**src/rtl/buf_receiver.sv**
```systemverilog
`default_nettype none
// ============================================================================
// Module   : buf_receiver
// Brief    : Four-phase handshake receiver with FWFT output FIFO and stream checks.
// Revision : 1.0
// ============================================================================
module buf_receiver #(
    parameter int          DEPTH = 4,
    parameter logic [31:0] LAST  = 32'd99
) (
    input  logic                     clk,
    input  logic                     rst,
    input  logic                     BtoR_REQ,
    input  logic [31:0]              DO,
    output logic                     RtoB_ACK,
    output logic                     out_valid,
    output logic [31:0]              out_data,
    input  logic                     out_ready,
    output logic [$clog2(DEPTH):0]   fifo_level,
    output logic [31:0]              rx_count,
    output logic                     seq_err,
    output logic                     done
);

    localparam int                  c_AW      = $clog2(DEPTH);
    localparam logic [c_AW:0]       c_DEPTH_L = (c_AW+1)'(DEPTH);

    typedef enum logic [0:0] {
        IDLE = 1'b0,
        ACK  = 1'b1
    } state_t;

    state_t             r_state;
    state_t             w_stateNext;
    logic               w_capture;
    logic               w_pop;
    logic               w_full;

    logic               r_reqMeta;
    logic               r_reqSync;

    logic [31:0]        r_mem [DEPTH];
    logic [c_AW-1:0]    r_wrPtr;
    logic [c_AW-1:0]    r_rdPtr;
    logic [c_AW:0]      r_level;
    logic [31:0]        r_rxCount;
    logic [31:0]        r_expected;
    logic               r_seqErr;
    logic               r_done;

    // BtoR_REQ is asynchronous to clk
    always_ff @(posedge clk) begin
        if (rst) begin
            r_reqMeta <= 1'b0;
            r_reqSync <= 1'b0;
        end else begin
            r_reqMeta <= BtoR_REQ;
            r_reqSync <= r_reqMeta;
        end
    end

    // Full test uses pre-edge occupancy, so a same-cycle pop never frees a slot
    assign w_full = (r_level == c_DEPTH_L);
    assign w_pop  = (r_level != '0) && out_ready;

    always_ff @(posedge clk) begin
        if (rst) begin
            r_state <= IDLE;
        end else begin
            r_state <= w_stateNext;
        end
    end

    always_comb begin
        w_stateNext = r_state;
        w_capture   = 1'b0;
        case (r_state)
            IDLE: begin
                if (r_reqSync && !w_full) begin
                    w_capture   = 1'b1;
                    w_stateNext = ACK;
                end
            end
            ACK: begin
                if (!r_reqSync) begin
                    w_stateNext = IDLE;
                end
            end
            default: w_stateNext = IDLE;
        endcase
    end

    always_ff @(posedge clk) begin
        if (w_capture) begin
            r_mem[r_wrPtr] <= DO;
        end
    end

    always_ff @(posedge clk) begin
        if (rst) begin
            r_wrPtr    <= '0;
            r_rdPtr    <= '0;
            r_level    <= '0;
            r_rxCount  <= '0;
            r_expected <= '0;
            r_seqErr   <= 1'b0;
            r_done     <= 1'b0;
        end else begin
            if (w_capture) begin
                r_wrPtr    <= r_wrPtr + c_AW'(1);
                r_rxCount  <= r_rxCount + 32'd1;
                r_expected <= DO + 32'd1;
                if (DO != r_expected) begin
                    r_seqErr <= 1'b1;
                end
                if (DO == LAST) begin
                    r_done <= 1'b1;
                end
            end
            if (w_pop) begin
                r_rdPtr <= r_rdPtr + c_AW'(1);
            end
            case ({w_capture, w_pop})
                2'b10:   r_level <= r_level + (c_AW+1)'(1);
                2'b01:   r_level <= r_level - (c_AW+1)'(1);
                default: r_level <= r_level;
            endcase
        end
    end

    assign RtoB_ACK   = (r_state == ACK);
    assign out_valid  = (r_level != '0);
    assign out_data   = r_mem[r_rdPtr];
    assign fifo_level = r_level;
    assign rx_count   = r_rxCount;
    assign seq_err    = r_seqErr;
    assign done       = r_done;

endmodule
`default_nettype wire

```
**config.mk**
```make
export PLATFORM = sky130hd
export DESIGN_NAME = buf_receiver
export DESIGN_NICKNAME = d
export VERILOG_FILES = /design/src/rtl/buf_receiver.sv
export SDC_FILE = /design/constraint.sdc
export NUM_CORES = 1
export LEC_CHECK = 0
export CAP_MARGIN = 20
export CORE_MARGIN = 3
export CORE_UTILIZATION = 45
export DETAILED_ROUTE_END_ITERATION = 16
export PLACE_DENSITY = 0.8
export SLEW_MARGIN = 25
export SYNTH_ARGS = -nofsm -noshare
export SYNTH_HDL_FRONTEND = slang
export SYNTH_SLANG_ARGS = --single-unit
```
**constraint.sdc**
```tcl
create_clock -name clk -period 2.4 [get_ports clk]
set_clock_uncertainty 0.2 [all_clocks]
set_input_delay 0.24 -clock clk [delete_from_list [all_inputs] [get_ports clk]]
set_output_delay 0.24 -clock clk [all_outputs]
set_load 0.03 [all_outputs]
```
==> results.json <==
{
  "status": "completed",
  "dp_hpwl_mm": 13.0,
  "cts_tree": "done",
  "gp_congestion": 0.873,
  "insertion_delay_ps": 490,
  "syn_area_sq_um": 8950,
  "rows": 50,
  "place_worst_setup_slack_ps": -78.5,
  "viasPerCell": 5.33,
  "dr.first_iter.drc_count": 375,
  "comb_power_share_pct": 19.1,
  "start_util_pct": 46.7,
  "p_int_mw": 6.52,
  "vias": 5825,
  "die_h_um": 147,
  "endpoint_kind": "primary output",
  "wl_per_cell_um": 18.1,
  "setup_violations": 0,
  "grt_pass1_vias": 5961,
  "drcViolationCount": 0,
  "dieArea_sq_um": 21600,
  "postSynthAreaPerCell_sq_um": 13.6,
  "vdd_ir_drop_max_mv": 0.457,
  "post-cts-setup-buffers": 0,
  "max_slew_margin_pct": 68.7,
  "required_ps": 1960,
  "cts-hold-fix-buffers": 1,
  "p_leak_nw": 3.90,
  "numCtsBuffers": 22,
  "nets": 860,
  "cts.clk_slew.worst_paths_ps": 60,
  "power_frac_clock_pct": 36.2,
  "hold_viol": 0,
  "final_cell_mix": "128 x edfxtp_1, 77 x nor2_1, 76 x buf_4, 74 x dfxtp_1, 73 x clkdlybuf4s50_1",
  "hold_end": "r_reqMeta",
  "cts-root-buf": "clkbuf_16",
  "dr.pass1.iters": 4,
  "slew_viol_final": 0,
  "min_period_ps": 2310,
  "switching_share_pct": 25.5,
  "synth_cells": 659,
  "worst_pin_slew_ps": 465,
  "antenna_found_initial": 0,
  "hp-class": "input port to register",
  "async_reset_ff_share_pct": 0,
  "r2r_cells": 6,
  "grt.total_usage_pct": 18.5,
  "ys_ff_latch": 206,
  "drive_gt1_share_pct": 23.8,
  "grt_overflow": 0,
  "cts.repair.resized": 0,
  "ios": 107,
  "grt_pass1_wl_mm": 32.2,
  "ys_warn_count": 0,
  "portBuffers": 106,
  "cts_max_level": 1,
  "crit_type": "register to primary output",
  "clock_path_buffers": 3,
  "maxCapViolCount": 0,
  "utilization_pct": 59.9,
  "mostFrequentLayoutCell": "edfxtp_1",
  "worstHoldStart": "BtoR_REQ",
  "power_switching_mw": 2.23,
  "period_share_pct": 96.4,
  "grt_max_degree": 40,
  "yosysSeqAreaShare_pct": 60.4,
  "critPathArrivalTime_ps": 1870,
  "seqPwrFrac_pct": 44.8,
  "fin_ws_ps": 87.0,
  "holdPathStages": 2,
  "die_width_um": 147,
  "synth.net_count": 703,
  "r2r_start": "RtoB_ACK",
  "synth_edf_count": 128,
  "core_sq_um": 19100,
  "ant_nets": 0,
  "ys_types": 46,
  "clock_sinks": 206,
  "diodes": 0,
  "synthToLayoutAreaGrowth_pct": 28.2,
  "max_freq_ghz": 0.432,
  "reg2reg_slack_ps": 190,
  "synth_ff_type": "edfxtp_1",
  "power.density_nw_per_um2": 763,
  "startpoint_type": "register",
  "cp_max_fo": 32,
  "rsz0062_at_grt": "false",
  "routed_wl_mm": 19.8,
  "rr_endpoint": "r_expected[30]"
}
## area by class of cell
| cell class | instances | area, sq um |
|---|---|---|
| multi-input cells | 404 | 3350 |
| clock inverters | 7 | 62.6 |
| clock buffers | 33 | 613 |
| fillers | 1489 | 7670 |
| well taps | 260 | 325 |
| flip-flops and latches | 206 | 5410 |
| repair buffers | 168 | 1660 |
| inverters | 14 | 52.6 |
## routing by layer
layer  GRT usage [%]  up-vias  routed length [um]
met5               0        -                   0
met4            4.24        0                 280
met2            32.1      169                9860
met3            5.03       25                1430
met1            23.3     2881                8210
li1                -     2750                   -
## power groups by stage
stage          registers [mW]  logic [mW]  clock network (mW)
2_1_floorplan            4.01       0.964                   0
3_3_place_gp             3.99        1.67                   0
3_5_place_dp             3.99        1.68                   0
4_1_cts                  3.92        1.69                3.23
5_1_grt                  3.93        1.78                3.39
6_report                 3.92        1.67                3.17
## flip-flops by register name, summed over array words and instances (netlist names), named ones only
| name | count |
|---|---|
| RtoB_ACK | 1 |
| done | 1 |
| fifo_level | 3 |
| r_expected | 32 |
| r_mem | 128 |
| r_rdPtr | 2 |
| r_reqMeta | 1 |
| r_reqSync | 1 |
| r_wrPtr | 2 |
| rx_count | 32 |
| seq_err | 1 |
## synth_stat cells, types with 3 or more instances
| master | count | area (sq um) |
|---|---|---|
| edfxtp_1 | 128 | 3840 |
| nor4_1 | 20 | 125 |
| dfxtp_1 | 78 | 1560 |
| and3_1 | 4 | 25.0 |
| clkbuf_1 | 15 | 56.3 |
| nand3_1 | 22 | 110 |
| nor3_2 | 5 | 50.1 |
| xnor2_1 | 27 | 236 |
| buf_1 | 4 | 15.0 |
| nor2_1 | 78 | 293 |
| a21oi_1 | 8 | 40.0 |
| a211oi_1 | 18 | 135 |
| and2_1 | 9 | 56.3 |
| xor2_1 | 68 | 596 |
| nor2b_1 | 4 | 25.0 |
| o21ai_0 | 5 | 25.0 |
| ha_1 | 7 | 87.6 |
| nor3_1 | 3 | 15.0 |
| inv_1 | 14 | 52.6 |
| buf_2 | 12 | 60.1 |
| a211oi_2 | 8 | 100 |
| nor4_2 | 3 | 37.5 |
| mux4_2 | 32 | 721 |
| nand4_1 | 25 | 156 |
| nor4_4 | 5 | 106 |
| nand2_1 | 24 | 90.1 |
| or3_1 | 5 | 31.3 |
| a22o_1 | 3 | 26.3 |
## per-stage QoR
step / TNS [ps] / cell area [sq um] / total power [mW] / hold WS [ps] / cells
CTS: 0 / 11500 / 8.84 / 109 / 1092
finish: 0 / 11500 / 8.75 / 118 / 1092
detailed placement: -156 / 10800 / 5.67 / 223 / 1051
global placement: 0 / 10800 / 5.65 / 224 / 1051
floorplan: 0 / 8970 / 4.97 / 136 / 659
global route: 0 / 11500 / 9.09 / 130 / 1092
## kinds of logic after synthesis
family	count (synthesis)	share of synthesized area, %
AND/OR/NAND/NOR	225	14.8
multiplexers	32	8.05
buffers and inverters	49	2.45
flip-flops	206	60.4
AO/OA/AOI/OAI	44	3.85
adder cells (fa/ha/maj)	8	1.20
XOR/XNOR	95	9.30
## how the worst max path moves through the flow
| stage | startpoint | to | slack [ps] | cells after the start |
|---|---|---|---|---|
| after global routing | register | out_data[22] | 10 | 3 |
| after CTS | register | out_data[22] | 40 | 3 |
| after global placement | DO[2] | done | 10 | 8 |
| after floorplan | RtoB_ACK | fifo_level[2] | 6 | 9 |
| after detailed placement | DO[7] | r_expected[27] | -80 | 7 |
| final | register | out_data[22] | 90 | 3 |
## critical path: stages, from the launching register on
cell     delay, ps
dfxtp_2        340
buf_12         270
mux4_2         560
buf_4          190
No activity file was read; power rests on OpenSTA's default activity.
